[src/rtl/output_blk_pkg.sv]
// Shared types and constants for the output_blk UART transmit path.
// Optional feature macro: OUTPUT_BLK_PARITY_EN (adds an even-parity bit).
package output_blk_pkg;

  localparam int DATA_W = 8;

  // Serializer states; PARITY is only entered when the parity bit is built in.
  typedef enum logic [2:0] {
    IDLE,
    START,
    DATA,
    PARITY,
    STOP
  } tx_state_e;

  // Even parity: the parity bit makes the total count of ones even.
  function automatic logic even_parity(input logic [DATA_W-1:0] d);
    return ^d;
  endfunction

endpackage

[src/rtl/output_blk_uart_tx.sv]
// uart_tx: byte serializer producing an idle-high UART frame.
// Frame: start(0), 8 data bits LSB first, [even parity], stop(1).
// Optional feature macro: OUTPUT_BLK_PARITY_EN (inserts the parity bit).
// The tx register follows the state one cycle behind, so a byte accepted
// on edge N shows its start bit from edge N+1 onward.
module uart_tx
  import output_blk_pkg::*;
#(
  parameter int CLKS_PER_BIT = 10
) (
  input  logic              clk,
  input  logic              rst,
  input  logic              start,
  input  logic [DATA_W-1:0] data,
  output logic              tx,
  output logic              ready
);

  localparam int CNT_W = (CLKS_PER_BIT > 2) ? $clog2(CLKS_PER_BIT) : 1;
  localparam int IDX_W = $clog2(DATA_W);
  localparam logic [CNT_W-1:0] CNT_LAST = CNT_W'(CLKS_PER_BIT - 1);
  localparam logic [IDX_W-1:0] IDX_LAST = IDX_W'(DATA_W - 1);

  tx_state_e         state, state_d;
  logic [CNT_W-1:0]  cyc_cnt, cyc_cnt_d;
  logic [IDX_W-1:0]  bit_idx, bit_idx_d;
  logic [DATA_W-1:0] data_q, data_d;
  logic              tx_d;
  logic              bit_done;

  assign bit_done = (cyc_cnt == CNT_LAST);

  // Next-state, counter and line-level logic for the frame sequencer.
  // NOTE: every signal assigned here gets a default first, so no path leaves
  // one unassigned and no latch is inferred.
  always_comb begin
    state_d   = state;
    cyc_cnt_d = cyc_cnt;
    bit_idx_d = bit_idx;
    data_d    = data_q;
    tx_d      = 1'b1;
    ready     = 1'b0;

    unique case (state)
      IDLE: begin
        ready = 1'b1;
        if (start) begin
          state_d   = START;
          cyc_cnt_d = '0;
          data_d    = data;
        end
      end

      START: begin
        tx_d = 1'b0;
        if (bit_done) begin
          state_d   = DATA;
          cyc_cnt_d = '0;
          bit_idx_d = '0;
        end else begin
          cyc_cnt_d = cyc_cnt + 1'b1;
        end
      end

      DATA: begin
        tx_d = data_q[bit_idx];
        if (bit_done) begin
          cyc_cnt_d = '0;
          if (bit_idx == IDX_LAST) begin
`ifdef OUTPUT_BLK_PARITY_EN
            state_d = PARITY;
`else
            state_d = STOP;
`endif
          end else begin
            bit_idx_d = bit_idx + 1'b1;
          end
        end else begin
          cyc_cnt_d = cyc_cnt + 1'b1;
        end
      end

`ifdef OUTPUT_BLK_PARITY_EN
      PARITY: begin
        tx_d = even_parity(data_q);
        if (bit_done) begin
          state_d   = STOP;
          cyc_cnt_d = '0;
        end else begin
          cyc_cnt_d = cyc_cnt + 1'b1;
        end
      end
`endif

      STOP: begin
        tx_d = 1'b1;
        if (bit_done) begin
          // Last stop cycle: chain straight into the next frame if one waits.
          ready     = 1'b1;
          cyc_cnt_d = '0;
          if (start) begin
            state_d = START;
            data_d  = data;
          end else begin
            state_d = IDLE;
          end
        end else begin
          cyc_cnt_d = cyc_cnt + 1'b1;
        end
      end

      default: begin
        state_d   = IDLE;
        cyc_cnt_d = '0;
      end
    endcase
  end

  // State, counters, held byte and the registered line output.
  // NOTE: sequential state uses non-blocking assignments so every register
  // samples pre-edge values regardless of statement order.
  always_ff @(posedge clk) begin
    if (rst) begin
      state   <= IDLE;
      cyc_cnt <= '0;
      bit_idx <= '0;
      data_q  <= '0;
      tx      <= 1'b1;
    end else begin
      state   <= state_d;
      cyc_cnt <= cyc_cnt_d;
      bit_idx <= bit_idx_d;
      data_q  <= data_d;
      tx      <= tx_d;
    end
  end

endmodule

[src/rtl/output_blk.sv]
// output_blk: byte queue feeding a UART serializer (uart_tx).
// Writes are level-sampled on set; a write while full is dropped.
// Optional feature macro: OUTPUT_BLK_PARITY_EN (even-parity bit in each frame).
module output_blk
  import output_blk_pkg::*;
#(
  parameter int FIFO_DEPTH = 4,
  parameter int BAUD       = 10_000_000,
  parameter int CLK_FREQ   = 100_000_000
) (
  input  logic              clk,
  input  logic              rst,
  input  logic              set,
  input  logic [DATA_W-1:0] in,
  output logic              tx,
  output logic              full
);

  localparam int CLKS_PER_BIT = CLK_FREQ / BAUD;
  localparam int PTR_W        = (FIFO_DEPTH > 2) ? $clog2(FIFO_DEPTH) : 1;
  localparam int CNT_W        = $clog2(FIFO_DEPTH + 1);
  localparam logic [PTR_W-1:0] PTR_LAST = PTR_W'(FIFO_DEPTH - 1);
  localparam logic [CNT_W-1:0] CNT_FULL = CNT_W'(FIFO_DEPTH);

  logic [DATA_W-1:0] mem [FIFO_DEPTH];
  logic [PTR_W-1:0]  wr_ptr, rd_ptr;
  logic [CNT_W-1:0]  count;
  logic              empty;
  logic              push;
  logic              pop;
  logic              ready;

  // Pointers wrap explicitly so FIFO_DEPTH need not be a power of two.
  function automatic logic [PTR_W-1:0] ptr_inc(input logic [PTR_W-1:0] p);
    return (p == PTR_LAST) ? '0 : p + 1'b1;
  endfunction

  assign full  = (count == CNT_FULL);
  assign empty = (count == '0);
  // full blocks the write even when a pop frees a slot in the same cycle.
  assign push  = set && !full;
  // The serializer only takes a byte when one is present.
  assign pop   = ready && !empty;

  // Queue storage write port.
  // NOTE: the storage array has no reset; count and pointers define which
  // entries are valid, so stale contents are never observed.
  always_ff @(posedge clk) begin
    if (!rst && push) begin
      mem[wr_ptr] <= in;
    end
  end

  // Pointers and occupancy; a simultaneous push and pop leave count unchanged.
  always_ff @(posedge clk) begin
    if (rst) begin
      wr_ptr <= '0;
      rd_ptr <= '0;
      count  <= '0;
    end else begin
      if (push) wr_ptr <= ptr_inc(wr_ptr);
      if (pop)  rd_ptr <= ptr_inc(rd_ptr);
      unique case ({push, pop})
        2'b10:   count <= count + 1'b1;
        2'b01:   count <= count - 1'b1;
        default: count <= count;
      endcase
    end
  end

  uart_tx #(
    .CLKS_PER_BIT (CLKS_PER_BIT)
  ) u_uart_tx (
    .clk   (clk),
    .rst   (rst),
    .start (pop),
    .data  (mem[rd_ptr]),
    .tx    (tx),
    .ready (ready)
  );

endmodule

[config.mk]
export PLATFORM = sky130hd
export DESIGN_NAME = output_blk
export DESIGN_NICKNAME = d
export VERILOG_FILES = /design/src/rtl/output_blk_pkg.sv /design/src/rtl/output_blk_uart_tx.sv /design/src/rtl/output_blk.sv
export SDC_FILE = /design/constraint.sdc
export NUM_CORES = 1
export LEC_CHECK = 0
export CELL_PAD_IN_SITES_DETAIL_PLACEMENT = 0
export CELL_PAD_IN_SITES_GLOBAL_PLACEMENT = 2
export CORE_MARGIN = 2
export CORE_UTILIZATION = 35
export DETAILED_ROUTE_END_ITERATION = 10
export PLACE_DENSITY_LB_ADDON = 0.1
export SLEW_MARGIN = 20
export SYNTH_ARGS = -nofsm -noshare
export SYNTH_HDL_FRONTEND = slang
export SYNTH_SLANG_ARGS = --single-unit
export TNS_END_PERCENT = 1
[constraint.sdc]
create_clock -name clk -period 3.3 [get_ports clk]
set_input_delay 0.825 -clock clk [delete_from_list [all_inputs] [get_ports clk]]
set_output_delay 0.825 -clock clk [all_outputs]
set_load 0.02 [all_outputs]
==> metrics.md <==
| Metric | Value |
|---|---|
| Reg2reg end | count[2]$_SDFFE_PP0P_ |
| First-pass GRT wire length | approximately 7400 um |
| First-pass iteration count of the detailed router | 3 |
| Netlist cell types | 37 |
| Synth cell count leaders | edfxtp_1, dfxtp_1, nor2_1, mux2i_1, mux4_2 |
| Post-CTS Hold Buffers | 0 |
| # diodes | 0 |
| Clock sink count | 60 |
| H-Tree Depth | 3 |
| PwrDens | approximately 760 nW/um2 |
| Slew of the pin with the lowest slew margin | about 0.56 ns |
| Top FF cell, synth | edfxtp_1 |
| GR Util met2 | 0.204 |
| Clock period minus worst slack | approximately 2.4 ns |
| PortBufs | 12 |
| Crit path max-delay family | buffers and inverters |
| Initial antenna violation count | 0 |
| Max incr delay on CP | approximately 0.65 ns |
| DR vias/cell | roughly 4.8 |
| Clock Latency Late Sink | about 0.33 ns |
| GRT busiest layer | met2 |
| Vias in the first global route | about 1600 |
| Sequential cell area | around 1500 um2 |
| Worst r2r src | u_uart_tx.cyc_cnt[2]$_SDFFE_PP0P_ |
| Met1 usage in global routing | 0.136 |
| Overall routed net length | ~4500 um |
| CTS Buf Count | 9 |
| Buffer count from post-CTS setup fixing | 0 |
| Hold depth | 2 |
| Antenna Nets Post-Route | 0 |
| Net Sw Power | 662 uW |
| Area of the multi-input gates | 991 um2 |
| Post-synthesis cell count | between 150 and 200 |
| Final hold vios | 0 |
| Yosys top cell area share | 0.372 |
| Max Cap Viol | 0 |
| Syn avg cell area | roughly 14 um2 |
| Worst setup EP type | primary output |
| Final total power | ~2.3 mW |
| DR iter-0 viols | between 50 and 60 |
| Core Area | just over 7000 um2 |
| Clock buffer depth | 2 |
| Syn Nets | 211 |
| DRC Markers | 0 |
| Hold crit path type | reg -> reg |
| Worst Hold End | u_uart_tx.data_q[4]$_SDFFE_PP0P_ |
| Initial core utilization | 0.358 |
| Status | completed |
| Site Rows | 31 |
| Final slew viol count | 0 |
| Nature of the critical path startpoint | flip-flop |
| Buffers and inverters on the worst path | 1 |
| R2R setup slack | between 0.8 and 0.9 ns |
| Leakage | 1.04 nW |
| PostCTS Resize Cnt | 0 |
| Clock power share | 0.311 |
| Logic pwr share | 0.245 |
| FF+latch count, synth | 60 |
| Warning count from the yosys run | 0 |
| Crit path DAT | about 1.6 ns |
| Worst r2r path cells | 8 |
| Min Hold Slack | 0.497 ns |
| Async S/R FF share, synth | 0 |
| Global placer's final weighted congestion | between 0.6 and 0.7 |
| Internal Power | around 1.6 mW |
| CP Cell Sequence | nor3b_1 > clkdlybuf4s50_1 |
| CTS Root Cell | clkbuf_8 |
| Routed length per instance | between 10 and 15 um |
| Fin nets | 226 |
| Largest area contributor in the netlist | edfxtp_1 |
| Final period util | 0.737 |
| CP Max Fanout | 4 |
| CTS tree | done |
| RSZ-0062 raised after global routing | no |
| Setup total negative slack | 0 ns |
| Remaining Overflow, GRT | 0 |
| Clk slew on worst S/H paths | ~0.070 ns |
| # IOs | 13 |
| Peak VDD IR | 0.312 mV |
| Final setup vio count | 0 |
| Critical path's slowest cell | clkdlybuf4s50_1 |
| EDFF count, synth | 32 |
| Post-Syn Area | roughly 2600 um2 |
| Required @ worst endpoint | between 2 and 2.5 ns |
| Top post-synthesis cells by area | edfxtp_1, dfxtp_1, mux4_2 |
| Max frequency | about 410 MHz |
| GRT Total Usage | 0.120 |
| Area growth syn-to-layout | 16.6% |
| Slew HR | 0.623 |
| Share of cells above drive strength 1 | 0.152 |
| Via Count | approximately 1500 |
| Die ar. | 8080 um2 |
| Die height | between 80 and 90 um |
| Die X-Extent | between 80 and 90 um |
| Switching Share | 0.290 |
| Layout Skew | around 0.009 ns |
| FILL cells | ~700 |
| Post-synthesis sequential area ratio | 0.589 |
| WS Path Type | reg -> out |
| Largest net degree at the start of global routing | 27 |
| Dpl hpwl | between 3000 and 4000 um |
| Seq pwr share | 0.444 |
| Worst hold start | u_uart_tx.data_q[4]$_SDFFE_PP0P_ |
| Met3 Use GR | 0.0319 |
| Most frequent cell after synthesis | edfxtp_1 |
sequential cells by signal, summed over array words and instances (netlist names), named ones only:
name               cells
count                  3
mem                   32
u_uart_tx.state        3
u_uart_tx.tx           1
u_uart_tx.cyc_cnt      4
wr_ptr                 2
u_uart_tx.data_q       8
rd_ptr                 2
u_uart_tx.bit_idx      3
worst max-delay path by stage:
| stage | startpoint | endpoint | slack, ns | cells past startpoint |
|---|---|---|---|---|
| finish | count[2]$_SDFFE_PP0P_ | full | 0.87 | 2 |
| global route | u_uart_tx.cyc_cnt[2]$_SDFFE_PP0P_ | count[2]$_SDFFE_PP0P_ | 0.74 | 8 |
| CTS | count[0]$_SDFFE_PP0P_ | full | 0.81 | 2 |
| detailed placement | set | count[2]$_SDFFE_PP0P_ | 0.59 | 8 |
| global placement | set | count[2]$_SDFFE_PP0P_ | 0.64 | 8 |
| floorplan | u_uart_tx.cyc_cnt[2]$_SDFFE_PP0P_ | count[2]$_SDFFE_PP0P_ | 0.86 | 9 |
per-layer routing:
layer | share of wire | wire length (um)
met5 | 0 | 0
met4 | 0.016 | 70
met3 | 0.032 | 144
met2 | 0.51 | 2280
met1 | 0.44 | 1970
per-stage QoR:
stage	cells	util	worst slack, ns	area [um2]
2_1_floorplan	191	-	0.857	2580
3_3_place_gp	294	0.387	0.644	2790
3_5_place_dp	294	0.387	0.591	2790
4_1_cts	310	0.417	0.807	3010
5_1_grt	310	0.417	0.736	3010
6_report	310	0.417	0.868	3010
cell families after synthesis:
family / after synthesis / share of synthesized area
DFF: 60 / 0.589
and+or+nand+nor: 54 / 0.118
muxes: 26 / 0.144
AOI/OAI and AO/OA: 22 / 0.0616
buffers and inverters: 16 / 0.0267
adders and majority gates: 9 / 0.0465
xor gates and xnor gates: 4 / 0.0136
tightest hold or removal path: stages, from the launching register on:
cell and delay [ns]:
dfxtp_1 0.33, mux2i_1 0.07, nor2_1 0.07
final cells by class:
| cell class | count | share of cell area |
|---|---|---|
| multi-input cells | 115 | 0.329 |
| clock inverters | 7 | 0.0304 |
| repair buffers | 14 | 0.0449 |
| inverters | 6 | 0.00748 |
| well taps | 99 | 0.0412 |
| flip-flops and latches | 60 | 0.506 |
| clock buffers | 9 | 0.0412 |
power groups by stage:
| stage | logic, mW | clock network [mW] | registers (mW) |
|---|---|---|---|
| 6_report | 0.560 | 0.711 | 1.01 |
| 4_1_cts | 0.571 | 0.733 | 1.02 |
| 3_3_place_gp | 0.551 | 0 | 1.03 |
| 3_5_place_dp | 0.568 | 0 | 1.04 |
| 5_1_grt | 0.625 | 0.764 | 1.04 |
| 2_1_floorplan | 0.509 | 0 | 0.961 |
layout by cell type, fill, tap and decap left out, types with 3 or more instances in the layout:
cell             synthesis  final
a21oi_1                  7      7
a22oi_1                  4      4
and2_1                   4      4
clkbuf_8                 0      9
clkdlybuf4s50_1          0     12
clkinv_2                 0      3
dfxtp_1                 28     28
edfxtp_1                32     32
ha_1                     8      8
inv_1                    6      6
mux2i_1                 17     17
mux4_2                   9      9
nand2_1                  5      5
nor2_1                  24     24
nor2b_1                  3      3
nor3_1                   4      4
nor3b_1                  3      3
o21ai_0                  4      4
xor2_1                   3      3
(Power assumes the default switching activity.)
